$ cat src/rtl/eship_projectile_pool_if.sv
// Bus between the projectile finder, collision logic, renderer and the enemy projectile pool.
// PlayerX is present only when EPROJ_AIM_EN is defined.
interface eship_projectile_pool_if #(
  parameter int NPE = 4
);
  localparam int CNT_W = $clog2(NPE + 1);

  logic [NPE-1:0]      EProjActvt;
  logic [9:0]          SpawnX;
  logic [9:0]          SpawnY;
  logic [NPE-1:0]      EProjHit;
`ifdef EPROJ_AIM_EN
  logic [9:0]          PlayerX;
`endif
  logic [NPE-1:0]      EProjEn;
  logic [NPE*10-1:0]   EProjX;
  logic [NPE*10-1:0]   EProjY;
  logic [CNT_W-1:0]    EProjCount;

  modport master (
`ifdef EPROJ_AIM_EN
    output PlayerX,
`endif
    output EProjActvt, SpawnX, SpawnY, EProjHit,
    input  EProjEn, EProjX, EProjY, EProjCount
  );

  modport slave (
`ifdef EPROJ_AIM_EN
    input  PlayerX,
`endif
    input  EProjActvt, SpawnX, SpawnY, EProjHit,
    output EProjEn, EProjX, EProjY, EProjCount
  );
endinterface

$ cat src/rtl/eship_projectile_pool.sv
// Enemy projectile slot pool: loads spawn positions on one-hot activation and moves live shots down each frame.
// Optional aimed horizontal drift is enabled by defining EPROJ_AIM_EN.
module eship_projectile_pool #(
  parameter int NPE   = 4,
  parameter int SPEED = 4,
  parameter int Y_MAX = 479,
  parameter int X_MAX = 639
) (
  input  logic             frame_clk,
  input  logic             Reset,
  eship_projectile_pool_if.slave bus
);
  localparam int CNT_W = $clog2(NPE + 1);
  localparam logic [10:0] Y_LIM = 11'(Y_MAX);
  localparam logic [10:0] Y_STEP = 11'(SPEED);

  typedef enum logic {FREE = 1'b0, LIVE = 1'b1} slotState_t;

`ifdef EPROJ_AIM_EN
  typedef enum logic [1:0] {STRAIGHT = 2'd0, LEFT = 2'd1, RIGHT = 2'd2} aimDir_t;
  localparam logic signed [10:0] X_LIM = 11'(X_MAX);

  aimDir_t    slotDir     [NPE];
  aimDir_t    slotDirNext [NPE];
  logic signed [10:0] xTry;
`endif

  slotState_t slotState     [NPE];
  slotState_t slotStateNext [NPE];
  logic [9:0] posX     [NPE];
  logic [9:0] posY     [NPE];
  logic [9:0] posXNext [NPE];
  logic [9:0] posYNext [NPE];

  logic [NPE-1:0] actFirst;
  logic           spawnOk;
  logic [10:0]    yTry;

  // Isolate the lowest set request bit; higher simultaneous requests are dropped.
  assign actFirst = bus.EProjActvt & (~bus.EProjActvt + 1'b1);
  assign spawnOk  = ({1'b0, bus.SpawnY} <= Y_LIM);

  // NOTE: every always_comb output gets its default first so no path leaves it unassigned (no latch).
  always_comb begin
    yTry = '0;
`ifdef EPROJ_AIM_EN
    xTry = '0;
`endif
    for (int i = 0; i < NPE; i++) begin
      slotStateNext[i] = slotState[i];
      posXNext[i]      = posX[i];
      posYNext[i]      = posY[i];
`ifdef EPROJ_AIM_EN
      slotDirNext[i]   = slotDir[i];
`endif
      if (slotState[i] == FREE) begin
        if (actFirst[i] && spawnOk) begin
          slotStateNext[i] = LIVE;
          posXNext[i]      = bus.SpawnX;
          posYNext[i]      = bus.SpawnY;
`ifdef EPROJ_AIM_EN
          if (bus.PlayerX < bus.SpawnX)      slotDirNext[i] = LEFT;
          else if (bus.PlayerX > bus.SpawnX) slotDirNext[i] = RIGHT;
          else                               slotDirNext[i] = STRAIGHT;
`endif
        end
      end else begin
        yTry = {1'b0, posY[i]} + Y_STEP;
`ifdef EPROJ_AIM_EN
        case (slotDir[i])
          LEFT:    xTry = $signed({1'b0, posX[i]}) - 11'sd1;
          RIGHT:   xTry = $signed({1'b0, posX[i]}) + 11'sd1;
          default: xTry = $signed({1'b0, posX[i]});
        endcase
`endif
        if (bus.EProjHit[i]) begin
          slotStateNext[i] = FREE;
        end else if (yTry > Y_LIM) begin
          slotStateNext[i] = FREE;
`ifdef EPROJ_AIM_EN
        end else if (xTry < 11'sd0 || xTry > X_LIM) begin
          slotStateNext[i] = FREE;
        end else begin
          posYNext[i] = yTry[9:0];
          posXNext[i] = xTry[9:0];
        end
`else
        end else begin
          posYNext[i] = yTry[9:0];
        end
`endif
      end
    end
  end

  // NOTE: sequential state uses non-blocking assignments so all slots update from the same pre-edge values.
  always_ff @(posedge frame_clk) begin
    if (Reset) begin
      for (int i = 0; i < NPE; i++) begin
        slotState[i] <= FREE;
        posX[i]      <= '0;
        posY[i]      <= '0;
`ifdef EPROJ_AIM_EN
        slotDir[i]   <= STRAIGHT;
`endif
      end
    end else begin
      for (int i = 0; i < NPE; i++) begin
        slotState[i] <= slotStateNext[i];
        posX[i]      <= posXNext[i];
        posY[i]      <= posYNext[i];
`ifdef EPROJ_AIM_EN
        slotDir[i]   <= slotDirNext[i];
`endif
      end
    end
  end

  logic [NPE-1:0]    enVec;
  logic [NPE*10-1:0] xVec;
  logic [NPE*10-1:0] yVec;
  logic [CNT_W-1:0]  liveCount;

  always_comb begin
    enVec     = '0;
    xVec      = '0;
    yVec      = '0;
    liveCount = '0;
    for (int i = 0; i < NPE; i++) begin
      enVec[i]        = (slotState[i] == LIVE);
      xVec[10*i +: 10] = posX[i];
      yVec[10*i +: 10] = posY[i];
      liveCount       = liveCount + CNT_W'(enVec[i]);
    end
  end

  assign bus.EProjEn    = enVec;
  assign bus.EProjX     = xVec;
  assign bus.EProjY     = yVec;
  assign bus.EProjCount = liveCount;

endmodule

$ cat src/flat_wrapper.sv
// flat-port wrapper written by rule: the top's interface ports become plain ports
module eship_projectile_pool_flat 
#(
  parameter int NPE   = 4,
  parameter int SPEED = 4,
  parameter int Y_MAX = 479,
  parameter int X_MAX = 639
)
  (frame_clk, Reset, bus_EProjActvt, bus_SpawnX, bus_SpawnY, bus_EProjHit, bus_EProjEn, bus_EProjX, bus_EProjY, bus_EProjCount);
  eship_projectile_pool_if #(.NPE(NPE)) bus_i ();
  input  logic frame_clk;
  input  logic Reset;
  input wire logic [$bits(bus_i.EProjActvt)-1:0] bus_EProjActvt;
  input wire logic [$bits(bus_i.SpawnX)-1:0] bus_SpawnX;
  input wire logic [$bits(bus_i.SpawnY)-1:0] bus_SpawnY;
  input wire logic [$bits(bus_i.EProjHit)-1:0] bus_EProjHit;
  output wire logic [$bits(bus_i.EProjEn)-1:0] bus_EProjEn;
  output wire logic [$bits(bus_i.EProjX)-1:0] bus_EProjX;
  output wire logic [$bits(bus_i.EProjY)-1:0] bus_EProjY;
  output wire logic [$bits(bus_i.EProjCount)-1:0] bus_EProjCount;
  assign bus_i.EProjActvt = bus_EProjActvt;
  assign bus_i.SpawnX = bus_SpawnX;
  assign bus_i.SpawnY = bus_SpawnY;
  assign bus_i.EProjHit = bus_EProjHit;
  assign bus_EProjEn = bus_i.EProjEn;
  assign bus_EProjX = bus_i.EProjX;
  assign bus_EProjY = bus_i.EProjY;
  assign bus_EProjCount = bus_i.EProjCount;
  eship_projectile_pool #(.NPE(NPE), .SPEED(SPEED), .Y_MAX(Y_MAX), .X_MAX(X_MAX)) u_core (.frame_clk(frame_clk), .Reset(Reset), .bus(bus_i));
endmodule
$ cat config.mk
export PLATFORM = sky130hd
export DESIGN_NAME = eship_projectile_pool_flat
export DESIGN_NICKNAME = d
export VERILOG_FILES = /design/src/rtl/eship_projectile_pool_if.sv /design/src/rtl/eship_projectile_pool.sv /design/src/flat_wrapper.sv
export SDC_FILE = /design/constraint.sdc
export NUM_CORES = 1
export LEC_CHECK = 0
export BUFFER_PORTS_ARGS = -buffer_cell sky130_fd_sc_hd__buf_2
export CORE_MARGIN = 5
export CORE_UTILIZATION = 53
export CTS_CLUSTER_SIZE = 16
export DETAILED_ROUTE_END_ITERATION = 10
export PLACE_DENSITY = 0.8
export RECOVER_POWER = 100
export SETUP_SLACK_MARGIN = 0.1
export SLEW_MARGIN = 20
export SYNTH_ARGS = -nofsm -noshare
export SYNTH_HDL_FRONTEND = slang
export SYNTH_SLANG_ARGS = --single-unit
$ cat constraint.sdc
create_clock -name frame_clk -period 2.5 [get_ports frame_clk]
set_input_delay 0.375 -clock frame_clk [delete_from_list [all_inputs] [get_ports frame_clk]]
set_output_delay 0.375 -clock frame_clk [all_outputs]
set_load 0.005 [all_outputs]
Word level (Yosys, flattened, before mapping)
Memories as Yosys holds them, arrays and structs flattened.
Index checks and enable logic that the tools add are counted.
{"block": "totals", "mem_bits_rw": 84, "in_bits": 30, "mem_bits_ro": 0, "latch_bits": 0, "wordCells": 89, "register_bits": 0, "n_memories": 3}
{"block": "op_classes", "n_div": 0, "n_shift": 0, "n_mux": 55, "magnitude_cmp": 5, "reduce_logical": 4, "mul": 0, "add_sub_neg": 8, "n_bitwise": 14, "eq_ne": 0}
{"memory": "u_core.posX", "depth": 4, "width": 10, "read_ports": 4, "rd_clocked_by_memory_dff": 0, "wr": 4, "line": "eship_projectile_pool.sv:30", "source": "logic [9:0] posX [NPE];"}
{"memory": "u_core.posY", "depth": 4, "width": 10, "read_ports": 4, "rd_clocked_by_memory_dff": 0, "wr": 4, "line": "eship_projectile_pool.sv:31", "source": "logic [9:0] posY [NPE];"}
{"memory": "u_core.slotState", "depth": 4, "width": 1, "read_ports": 4, "rd_clocked_by_memory_dff": 0, "wr": 4, "line": "eship_projectile_pool.sv:28", "source": "slotState_t slotState [NPE];"}
{"op": "10-bit 2-to-1 mux", "n": 32}
{"op": "10-bit by 3-bit adder with 11-bit output, second input constant", "n": 4}
{"op": "11-bit by 9-bit greater-than comparator with 1-bit output, second input constant", "n": 4}
{"op": "1-bit 2-to-1 mux", "n": 23}
{"op": "1-bit bitwise OR", "n": 12}
{"op": "10-bit by 9-bit less-or-equal comparator with 1-bit output, second input constant", "n": 1}
{"op": "3-bit by 1-bit adder with 3-bit output", "n": 2}
{"op": "4-bit by 1-bit adder with 4-bit output, second input constant", "n": 1}
{"op": "4-bit bitwise AND", "n": 1}
{"op": "1-bit logical AND", "n": 4}
{"op": "4-bit NOT", "n": 1}
{"op": "1-bit by 1-bit adder with 2-bit output", "n": 1}

Depth between registers and ports, before layout
{"block": "depth", "word_depth": 7, "ltp_mapped": 9}

Worst setup path after synthesis
OpenSTA, ideal clock, no wires.
{"block": "synth_path", "kind": "reg-to-reg", "startpoint": "memory u_core.posY[3][2]", "endpoint": "memory u_core.posY[3][2]", "path_slack_ns": 0.244, "arrival_ns": 2.118, "stages_incl_launch_ff": 10, "setup_time_ns": 0.138, "cell_sequence": "dfxtp_1 > ha_1 > buf_6 > xnor2_1 > or4_1 > a211o_1 > o2bb2ai_4 > or2b_2 > buf_6 > o221ai_1"}
{"item": "from (decl)", "line": "eship_projectile_pool.sv:31"}

==> metrics <==
max frequency=0.427 GHz; Routed wire per std cell=17.4 um; post-route cell area=5280 um^2; Skew-Pair Late Insertion Delay=0.36 ns; Synth Cell Area=4410 um^2; Worst EP required=2.72 ns; All-Layer GR Usage=26.0%; input/output buffers=116; Maximum Capacitance Violations=0; Pleak=2.10 nW; Critical Path Start Type=flop; Final ANT Viol Nets=0; Hold Vio Cnt, Final=0; first-pass GRT wire length=roughly 21000 um; P&R area growth vs syn=19.7%; TNS Setup=0 ns; syn_nets=586; dpl cells=around 760; Top FF cell, synth=dfxtp_1; TritonCTS clock tree=built; Die Height=101 um; R2R cell count=7; final net count=between 700 and 800; routability cong.=0.967; Initial Util=54.0%; worst reg-to-reg setup slack=roughly 0.16 ns; unrepaired setup endpoints after global routing=true; vias per cell=~5.9; Overall Power=2.78 mW; Worst slew margin=approximately 31%; slack of the critical path=0.157 ns; Hold Slack=0.280 ns; Core ar.=8180 um^2; Final setup viols=0; outcome=finished clean; initial antenna violation count=0; Tcrit/Tclk final=roughly 94%; share of cells above drive strength 1=18.4%; Synth Register Bits=84; # IOs=117; CTS Hold Buffers Added=0; hold path depth=3; Hold Path Class=in -> reg; Avg Cell Area, Syn=8.09 um^2; DRC Markers=0; fraction of registers with async set/reset=0%; clk slew on worst S/H paths=0.10 ns; number of inserted diodes=0; die area=10200 um^2; commonest non-fill, non-tap cell in the layout=nand2_1; RR Endpoint=u_core.posY[3][2]$_SDFFE_PP0P_; post-layout util=64.6%; hold path endpoint=u_core.posX[3][7]$_SDFFE_PP0P_; Rows=33; Critical R2R Launch=u_core.posY[3][2]$_SDFFE_PP0P_; Max FO, Critical Path=9; pin count of the biggest net entering global routing=75; CTS sink count=84; root cell of the clock tree=clkbuf_8; Yosys warning count=0; dpl cell area=5180 um^2; vias in the first global route=4208; Final Non-Filler Cells=775; Congestion Overflow GR=0; number of synthesized flops with an enable pin=0; DP Wirelength=9760 um; CTS Buffer Depth=2; TritonRoute pass-1 iters=5; 1st-iter DRT viols=304; Tmin final=2.34 ns; post-synthesis cell type count=70; Slew Viols, Final=0; Worst Clk Skew=~0.013 ns; crit end category=flop; DR vias=between 4000 and 5000; Power Dens Cells=527 nW/um^2; Worst Path Arrival=2.56 ns; CTS Buf Count=9; CP Class=reg -> reg; Mapped Cells=between 500 and 600; Seq/Total Area, Yosys=38.1%; Hold Startpoint=bus_SpawnX[7]; commonest cells after routing, fill and taps aside=124 x nand2_1, 83 x dfxtp_1, 74 x buf_2; Fillers=752; Die W=101 um; pre-CTS setup slack=0.121 ns; worst-margin pin slew=between 1 and 1.5 ns; Peak supply drop=about 320 uV; H-tree depth=3; final wirelength=about 14000 um
[worst max-delay path by stage]
stage | startpoint | to | slack [ns]
2_1_floorplan | u_core.posY[3][2]$_SDFFE_PP0P_ | u_core.posY[3][2]$_SDFFE_PP0P_ | 0.24
3_3_place_gp | u_core.posY[3][2]$_SDFFE_PP0P_ | u_core.posY[3][4]$_SDFFE_PP0P_ | 0.20
3_5_place_dp | u_core.posY[3][2]$_SDFFE_PP0P_ | u_core.posY[3][4]$_SDFFE_PP0P_ | 0.12
4_1_cts | u_core.posY[3][2]$_SDFFE_PP0P_ | u_core.posY[3][4]$_SDFFE_PP0P_ | 0.10
5_1_grt | u_core.posY[0][2]$_SDFFE_PP0P_ | u_core.posY[0][7]$_SDFFE_PP0P_ | 0.02
6_report | u_core.posY[3][2]$_SDFFE_PP0P_ | u_core.posY[3][2]$_SDFFE_PP0P_ | 0.16
[worst max-delay path, stage by stage, from the launching register on]
cell and delay, ns:
dfxtp_1 0.50, ha_1 0.24, xnor2_1 0.08, or4_1 0.48
a211o_1 0.32, o2bb2ai_4 0.25, or2b_4 0.23, o221ai_1 0.10
[cell type report]
type	instances	area (um^2)	area share [%]
multi-input combinational	413	2510	47.5
clock inverter	7	82.6	1.56
clock buffer	9	124	2.35
inverter	10	37.5	0.711
sequential	84	1690	31.9
timing repair buffer	147	713	13.5
tap	105	131	2.49
[power by group]
| part | leakage, nW | internal (mW) | total, mW | switching, mW |
|---|---|---|---|---|
| Clock | 0.0984 | 0.477 | 1.02 | 0.547 |
| Combinational | 1.32 | 0.128 | 0.327 | 0.199 |
| Sequential | 0.682 | 1.38 | 1.43 | 0.0483 |
[sequential cells by signal, summed over array words and instances (netlist names)]
name	cells
u_core.posY	40
u_core.posX	40
u_core.slotState	4
[cells by family after synthesis]
kind of cell / share of synthesized area (%)
simple gates: 25.3
compound gates: 23.6
flops: 38.1
buf+inv: 5.47
xor+xnor: 3.77
fa+ha+maj: 3.29
mux: 0.454
[synthesized netlist by cell type, types with 2 or more instances]
| cell | n | area (um^2) |
|---|---|---|
| o311a_1 | 2 | 20.0 |
| nor3_1 | 9 | 45.0 |
| buf_2 | 9 | 45.0 |
| o21a_1 | 3 | 22.5 |
| nand3_1 | 16 | 80.1 |
| and2_1 | 6 | 37.5 |
| o21ai_0 | 11 | 55.1 |
| dfxtp_1 | 84 | 1680 |
| o32ai_1 | 3 | 26.3 |
| nor3b_1 | 4 | 30.0 |
| a211o_1 | 2 | 17.5 |
| a21o_1 | 5 | 37.5 |
| a22oi_1 | 11 | 82.6 |
| or3b_1 | 2 | 17.5 |
| and4b_1 | 2 | 20.0 |
| o221ai_1 | 4 | 35.0 |
| xnor2_1 | 10 | 87.6 |
| nand4_1 | 8 | 50.1 |
| or4_1 | 2 | 15.0 |
| mux2i_1 | 2 | 20.0 |
| inv_1 | 10 | 37.5 |
| a21oi_1 | 63 | 315 |
| nor2_1 | 25 | 93.8 |
| o22ai_1 | 4 | 25.0 |
| a211oi_1 | 9 | 67.6 |
| ha_1 | 10 | 125 |
| buf_6 | 4 | 45.0 |
| and3_1 | 8 | 50.1 |
| nand2_1 | 124 | 465 |
| nor2b_1 | 4 | 25.0 |
| a2bb2oi_1 | 2 | 17.5 |
| o211a_1 | 2 | 20.0 |
| and4_1 | 4 | 35.0 |
| xor2_1 | 9 | 78.8 |
| a32o_1 | 4 | 40.0 |
| nand4b_1 | 2 | 17.5 |
| buf_4 | 5 | 37.5 |
| o31a_1 | 2 | 17.5 |
| clkbuf_1 | 19 | 71.3 |
| o31ai_1 | 2 | 15.0 |
| a31oi_1 | 4 | 25.0 |
| a222oi_1 | 4 | 40.0 |
| nand3b_1 | 3 | 22.5 |
[timing repair]
item / CTS / global route
pin swaps: 0 / 2
endpoints found under the setup margin: 2 / 21
resized for setup: 1 / 9
gates cloned: 0 / 0
buffers inserted: 0 / 0
[layer usage]
layer / track usage, % / vias up / part of all wire (%)
li1: - / 2206 / -
met1: 36.4 / 2142 / 42
met2: 40.7 / 205 / 47
met3: 3.37 / 33 / 7.6
met4: 10.1 / 0 / 2.8
met5: 0 / - / 0
Power figures use the tool's default switching activity.
